### config.mk
export PLATFORM = sky130hd
export DESIGN_NAME = quotient_serializer
export DESIGN_NICKNAME = d
export VERILOG_FILES = /design/src/rtl/quotient_serializer.sv
export SDC_FILE = /design/constraint.sdc
export NUM_CORES = 1
export LEC_CHECK = 0
export ABC_AREA = 1
export BUFFER_PORTS_ARGS = -buffer_cell sky130_fd_sc_hd__buf_2
export CAP_MARGIN = 20
export CORE_UTILIZATION = 29
export DETAILED_ROUTE_END_ITERATION = 6
export PLACE_DENSITY = 0.45
export SLEW_MARGIN = 20
export SYNTH_ARGS = -nofsm -noshare
export SYNTH_HDL_FRONTEND = slang
export SYNTH_SLANG_ARGS = --single-unit
### constraint.sdc
create_clock -name clk -period 4.6 [get_ports clk]
set_input_delay 0.23 -clock clk [delete_from_list [all_inputs] [get_ports clk]]
set_output_delay 0.23 -clock clk [all_outputs]
set_load 0.02 [all_outputs]
### src/rtl/quotient_serializer.sv
// Captures a 400-bit divider quotient and streams it MSB byte first over a valid/ready port.
// Optionally suppresses leading zero bytes; the final byte is always sent.
module quotient_serializer #(
    parameter int unsigned SKIP_ZEROS = 1
) (
    input  logic         clk,
    input  logic         rst,
    input  logic         load,
    input  logic [399:0] quotient,
    input  logic         out_ready,
    output logic [7:0]   out_data,
    output logic         out_valid,
    output logic         out_last,
    output logic         busy,
    output logic         overrun
);

    localparam int unsigned NumBytes = 50;
    localparam logic [5:0]  LastIdx  = 6'd49;

    typedef enum logic [1:0] {
        StIdle,
        StSkip,
        StSend
    } state_e;

    state_e         state_q, state_d;
    logic [5:0]     idx_q, idx_d;
    logic [399:0]   shadow_q, shadow_d;
    logic           overrun_q, overrun_d;
    logic [7:0]     cur_byte;
    logic           is_last;

    // Byte 0 sits in the top bits of the shadow register.
    always_comb begin
        cur_byte = 8'h00;
        for (int i = 0; i < NumBytes; i++) begin
            if (idx_q == 6'(i)) begin
                cur_byte = shadow_q[399 - 8 * i -: 8];
            end
        end
    end

    assign is_last = (idx_q == LastIdx);

    always_comb begin
        state_d   = state_q;
        idx_d     = idx_q;
        shadow_d  = shadow_q;
        overrun_d = overrun_q;

        unique case (state_q)
            StIdle: begin
                if (load) begin
                    shadow_d = quotient;
                    idx_d    = 6'd0;
                    state_d  = (SKIP_ZEROS != 0) ? StSkip : StSend;
                end
            end
            StSkip: begin
                if ((cur_byte == 8'h00) && !is_last) begin
                    idx_d = idx_q + 6'd1;
                end else begin
                    state_d = StSend;
                end
            end
            StSend: begin
                if (out_ready) begin
                    if (is_last) begin
                        state_d = StIdle;
                    end else begin
                        idx_d = idx_q + 6'd1;
                    end
                end
            end
            default: begin
                state_d = StIdle;
            end
        endcase

        // Any load outside IDLE is dropped, including on the final transfer cycle.
        if (load && (state_q != StIdle)) begin
            overrun_d = 1'b1;
        end
    end

    always_ff @(posedge clk) begin
        if (!rst) begin
            state_q   <= StIdle;
            idx_q     <= 6'd0;
            shadow_q  <= '0;
            overrun_q <= 1'b0;
        end else begin
            state_q   <= state_d;
            idx_q     <= idx_d;
            shadow_q  <= shadow_d;
            overrun_q <= overrun_d;
        end
    end

    always_comb begin
        out_valid = (state_q == StSend);
        out_data  = out_valid ? cur_byte : 8'h00;
        out_last  = out_valid && is_last;
        busy      = (state_q != StIdle);
        overrun   = overrun_q;
    end

endmodule

* Word-level counts from Yosys, hierarchy flattened
Index checks and enable logic that the tools add are counted.
W data, S select, Z words.
** Word-level totals
- Register bits after elaboration :: 409
- Bits of input ports :: 404
- Logic and storage cells :: 135
- Output and inout port bits :: 12
** Cells by class
- Eq/ne operators :: 57
- Reduce and logical (&&, ||, !) cells :: 12
- $add $sub $neg :: 1
- Multiplexer cells :: 61
** Operators by type and width (count)
- $mux W8 :: 51
- $eq A6 B6 Y1 const B :: 18
- $eq A6 B5 Y1 const B :: 16
- $eq A6 B4 Y1 const B :: 8
- $eq A6 B3 Y1 const B :: 4
- $mux W6 :: 4
- $pmux W6 S3 :: 1
- $eq A6 B2 Y1 const B :: 2
- $ne A2 B2 Y1 const B :: 5
- $logic_not A8 Y1 :: 1
- $mux W2 :: 4
- $add A6 B1 Y6 const B :: 1
- $eq A6 B1 Y1 const B :: 1
- $logic_not A6 Y1 :: 1
- $pmux W2 S3 :: 1
- $reduce_and A5 Y1 :: 1
- $reduce_and A4 Y1 :: 1
- $logic_and A1 B1 Y1 :: 3
- $reduce_bool A3 Y1 :: 1
- $eq A2 B1 Y1 const B :: 1
- $eq A2 B2 Y1 const B :: 1
- $logic_not A2 Y1 :: 1
- $ne A2 B1 Y1 const B :: 1
- $reduce_and A2 Y1 :: 1
- 2 further kinds :: 2

* Depth between registers and ports, before layout
- Depth after elaboration :: 55
- Mapped depth :: 66
- Depth with buffers taken out :: 65

* Least setup slack after synthesis
OpenSTA, ideal clock, no wires.
- Path kind :: flip-flop to flip-flop
- From :: register idx_q[2]
- To :: register idx_q[0]
- Path slack :: 325 ps
- Clock period less this slack :: 4275 ps
- Stages on the path, launching flop included :: 63
- Setup time :: 115 ps
- Arrival :: 4160 ps
- Buffers on the path :: 1
- Data required time :: 4485 ps
- Cell sequence :: dfxtp_1 nor2_1 nand2_2 nor2_4 inv_2 or2_0 nand3_1 nand3_1 nand2_1 nand2_1 nand2_1 nand2_1 nand2_1 nand2_1 nand2_1 nand2_1 nand2_1 nand2_1 [27 not listed] nand3_1 nand2_1 nand3_1 nand3_1 nand3_1 nand2_1 nand3_1 nand2_1 nand2_1 a21boi_2 nand3_1 a21oi_2 nand2_1 nand2_2 buf_6 nand3_1 nand2_1 nor2_1
** On the way
- Word-level cells in the longest chain between the ends :: 55
- Elaborated cells on any way between the ends :: 106
- Those cells by class :: 51 x eq/ne; 50 x mux; 5 x reduce/logical
** RTL lines
- start: declaration :: RTL line 28 : logic [5:0] idx_q, idx_d;
- start signal: assignment :: RTL line 95 : idx_q <= idx_d;
- $logic_not A6 Y1 :: RTL line 38 : if (idx_q == 6'(i)) begin
- $mux W8 (50 in a row) :: RTL line 38
- $logic_not A8 Y1 :: RTL line 61 : if ((cur_byte == 8'h00) && !is_last) begin
- $logic_and A1 B1 Y1 :: RTL line 61
- $ne A2 B2 Y1 (no source line)
- $reduce_and A5 Y1 (no source line) (*)
Mark *: on every way between the ends. The rest lies on a longest branch, timed or not.
A chain may end at the register's enable or synchronous reset.

* Final worst setup path
- From :: register idx_q[0]
- To :: output port out_data[0]
** On the way
- Word-level cells in the longest chain between the ends :: 52
- Elaborated cells on any way between the ends :: 101
- Those cells by class :: 49 x eq/ne; 51 x mux; 1 x reduce/logical
** RTL lines
- $logic_not A6 Y1 :: RTL line 38
- $mux W8 (49 in a row) :: RTL line 38
- $mux W8 (*) :: RTL line 38
- $mux W8 (*) :: RTL line 103 : out_data = out_valid ? cur_byte : 8'h00;
- end: declaration :: RTL line 11 : output logic [7:0] out_data,
Marks and branches as above.

==> summary by stage <==
Outcome
The flow ran to the end, but the final reports show violations. The final reports fail on negative setup slack.

Timing
The max-slew violation count is 0. The setup-violating endpoint count in the final report is 16. Setup repair after global routing could not meet its margin everywhere.

The measured slew at the worst slew-check pin is 1.10 ns. Once routing completed, OpenROAD measured the worst setup slack at -1.25 ns. The post-layout minimum cycle time is 5.85 ns. In this run the tightest slew margin relative to its limit is 26.9%. The final-report hold violation count is 0. The highest clock frequency the design can meet is 171 MHz. The share of the clock period used by the worst path is 127%. The final worst clock skew is 0.0124 ns.

Worst setup path
The critical path runs through a total of 58 cells. The endpoint of the worst setup timing path is out_data[0]. Data on the critical path is required at its endpoint by around 4.4 ns. The maximum fanout encountered on the critical timing path is 4. In this design, the stage delay of the slowest critical-path cell is around 0.4 ns.

The slowest stage of the critical path is the dfxtp_4 cell. The critical path is of the register to output pin type. The family with the most delay on the worst path is simple AND/OR/NAND/NOR gates.

The startpoint of the worst-slack reg-to-reg timing path is idx_q[0]$_SDFFE_PN0P_. The minimum setup slack among reg-to-reg paths is -1.14 ns. STA classifies the critical path endpoint as an output pin. The startpoint class of the critical path is a register. The buffer and inverter count on the worst path is 5. Measured in cells, the most critical reg-to-reg path has a length of 64. The cell repeated most along the worst path is nand2_2. For the worst setup path, the data arrival time is ~5.6 ns.

In this run the worst setup path begins at idx_q[0]$_SDFFE_PN0P_. The worst register-to-register path ends at idx_q[5]$_SDFFE_PN0P_.

Yosys
Counting flops and latches in the post-synthesis netlist gives just over 400. The sequential cell area fraction in the yosys report is 43.0%. When the netlist entered floorplanning its net count stood at 3414.

The average instance in the mapped netlist occupies 6.35 um^2. The portion of synthesized cell area occupied by the leading cell type is 43.0%. The netlist area before placement is between 0.015 and 0.02 mm^2. The number of instances in the synthesized netlist is 3002.

The number of library cell types mapped by synthesis is 31. For this run, the number of Yosys warnings is 0. The synthesized design spends more area on one cell type than any other, namely dfxtp_1. After synthesis, the cell types taking the most area are dfxtp_1 43%, nor2_1 19%, o21ai_0 12%, nand2_1 11%, inv_1 3.5%.

Clock network
TritonCTS built the clock tree. Clock tree synthesis selected as its root buffer the cell clkbuf_16. At the later pin of the worst-skew pair, clock insertion delay measures 0.59 ns. For this design, the sink count on the clock tree is 409. The maximum buffer depth of the clock tree is 3.

After clock tree synthesis, the clock-pin slew on the worst setup and hold paths is 0.06 ns. The H-tree depth reported by CTS is 2. Buffers inserted during clock tree synthesis total 48.

Power and ir drop
The total power divided by cell area is 598 mW/mm^2. The worst-case IR drop observed on VDD is around 370 uV. For this design the static power due to leakage is approximately 13 nW. The design draws 0.0175 W.

Floorplan
The overall die width is 258 um. The initialized floorplan defines between 90 and 100 standard-cell rows. The count of boundary I/O pins is 416. The floorplan step defined a die boundary enclosing between 0.06 and 0.07 mm^2. The total core area is 0.0647 mm^2. The effective utilization at floorplan is between 20% and 30%. The die is 258 um tall.

Global route
The initial antenna violation count is 0. Entering global routing, the biggest net connects 200 pins. The total routing resource utilization after global routing is 22.6%. The total congestion overflow after global routing is 0.

The number of global-route vias before repair is 21779. The first global-routing pass estimated between 100 and 150 mm of wire.

Drt
The aggregate routed wire length is 77.8 mm. For this block, the initial DRC count from the detailed router was 1297. The detailed-route DRC error count is 0. After detailed routing, the number of vias per cell comes to 4.63. The pre-antenna-repair detailed-routing pass consisted of 5 iterations. The number of antenna-violating nets in the routed design is 0. Dividing the detail-routed wire length by the instance count gives 16.4 um. The routed via count is 22019.

Placement
The count of buffers added on input and output ports is 415. The congestion estimate from routability-driven global placement came to ~0.86. Summed over all nets, the half-perimeter wirelength after detailed placement is 55.9 mm. Once placement finished, the instance area stood at 0.0228 mm^2.

The number of placed instances, taps included is 4256.

Cells and area
The number of antenna cells inserted is 0. The finished cells cover ~0.029 mm^2. Relative to the synthesized area, the layout overhead comes to 53.4%. The final-stage net count is 4275. Of the cells placed in the final design, the portion with a size suffix greater than 1 is a little under a quarter.

Excluding fillers, the count of instances in the completed layout stands at roughly 4800.

Run
The max-cap check violation count is 0.

Hold path
The tightest min-delay check is of the primary input to register type.
final cells by class:
type,instances,area (um^2)
fill,6778,35500
multi-input combinational,2240,10200
sequential,409,8200
timing repair buffer,973,7410
clock buffer,70,1410
tap,855,1070
inverter,191,734
clock inverter,19,214
cells by family after synthesis:
| logic type | Yosys count | share of synthesized area, % |
|---|---|---|
| buf+inv | 354 | 7.05 |
| compound gates | 569 | 15.2 |
| flops | 409 | 43.0 |
| simple gates | 1662 | 34.3 |
| fa+ha+maj | 8 | 0.525 |
cell usage in the layout (no fill, tap or decap), types with 18 or more instances in the layout:
master / instances
dfxtp_1: 406
or2_2: 44
nand2_1: 468
clkbuf_16: 49
buf_4: 150
buf_6: 18
nor2_1: 945
o21ai_0: 456
dlygate4sd3_1: 393
a21oi_1: 92
buf_2: 406
inv_1: 178
nand3_2: 39
nand2_2: 83
nand3_1: 31
worst min path at each step:
stage	from	to	cells after the start
final	quotient[47]	shadow_q[47]$_SDFFE_PN0P_	3
after global routing	quotient[33]	shadow_q[33]$_SDFFE_PN0P_	3
after CTS	quotient[47]	shadow_q[47]$_SDFFE_PN0P_	3
after detailed placement	shadow_q[187]$_SDFFE_PN0P_	shadow_q[187]$_SDFFE_PN0P_	2
after global placement	shadow_q[187]$_SDFFE_PN0P_	shadow_q[187]$_SDFFE_PN0P_	2
after floorplan	load	overrun$_SDFFE_PN0P_	2
per-layer routing:
layer	part of all wire (%)	global-route usage (%)	up-vias	wire length (um)
met3	4.5	3.09	147	3530
met1	45	29.3	10127	35400
li1	-	-	11166	-
met2	47	38.2	579	36500
met5	0	0	-	0
met4	3.1	7.97	0	2440
worst min-delay path, stage by stage:
cell     delay [ns]
buf_2          0.07
o21ai_0        0.13
nor2_1         0.11
Yosys cell counts:
| cell type | count |
|---|---|
| nand2_1 | 554 |
| or2_0 | 4 |
| o22ai_1 | 1 |
| or2_2 | 44 |
| nor2_4 | 3 |
| buf_2 | 5 |
| clkbuf_1 | 155 |
| nor3_1 | 1 |
| or2_1 | 4 |
| ha_1 | 8 |
| inv_1 | 180 |
| o2111ai_1 | 2 |
| nor2_2 | 5 |
| o31ai_1 | 1 |
| buf_6 | 1 |
| nand4_1 | 10 |
| a22oi_1 | 1 |
| dfxtp_1 | 409 |
| nor2_1 | 961 |
| inv_2 | 6 |
| o21ai_0 | 458 |
| a21oi_2 | 1 |
| a21boi_2 | 1 |
| nor3b_1 | 1 |
| o21ai_1 | 2 |
| nand3_1 | 73 |
| clkinv_1 | 5 |
| buf_1 | 2 |
| o211ai_1 | 7 |
| a21oi_1 | 95 |
| nand2_2 | 2 |
sequential cells by signal, indices dropped and copies added (netlist names):
signal and cells:
overrun 1, shadow_q 400, idx_q 6, state_q 2
where the power goes:
group	leakage, nW	internal [W]	switching, W	total, W
logic	9.19	0.00324	0.00521	0.00845
registers	3.39	0.00451	0.000622	0.00514
clock network	0.794	0.00234	0.00156	0.00390
total	13.4	0.0101	0.00739	0.0175
what timing repair did:
| action | in CTS | in global routing |
|---|---|---|
| pin swaps | 51 | 126 |
| hold buffers | 393 | 0 |
| setup endpoints to repair | 16 | 16 |
| gates cloned | 1 | 0 |
| endpoints found under the hold margin | 393 | 0 |
| gates resized for setup | 119 | 98 |
| setup buffers | 14 | 6 |
through the flow:
stage                     hold WS (ns)  TNS [ns]  utilization, %  setup slack [ns]
final                          0.00121    -16.72            45.2             -1.25
after global routing           0.00396    -25.13            45.2             -1.73
after CTS                  0.000000167    -17.53            44.6             -1.28
after detailed placement         0.449    -17.95            35.2             -1.54
after global placement           0.447    -17.87            35.2             -1.54
after floorplan                  0.375         0               -             0.325
Note: power is estimated with default switching activity, not from simulation.
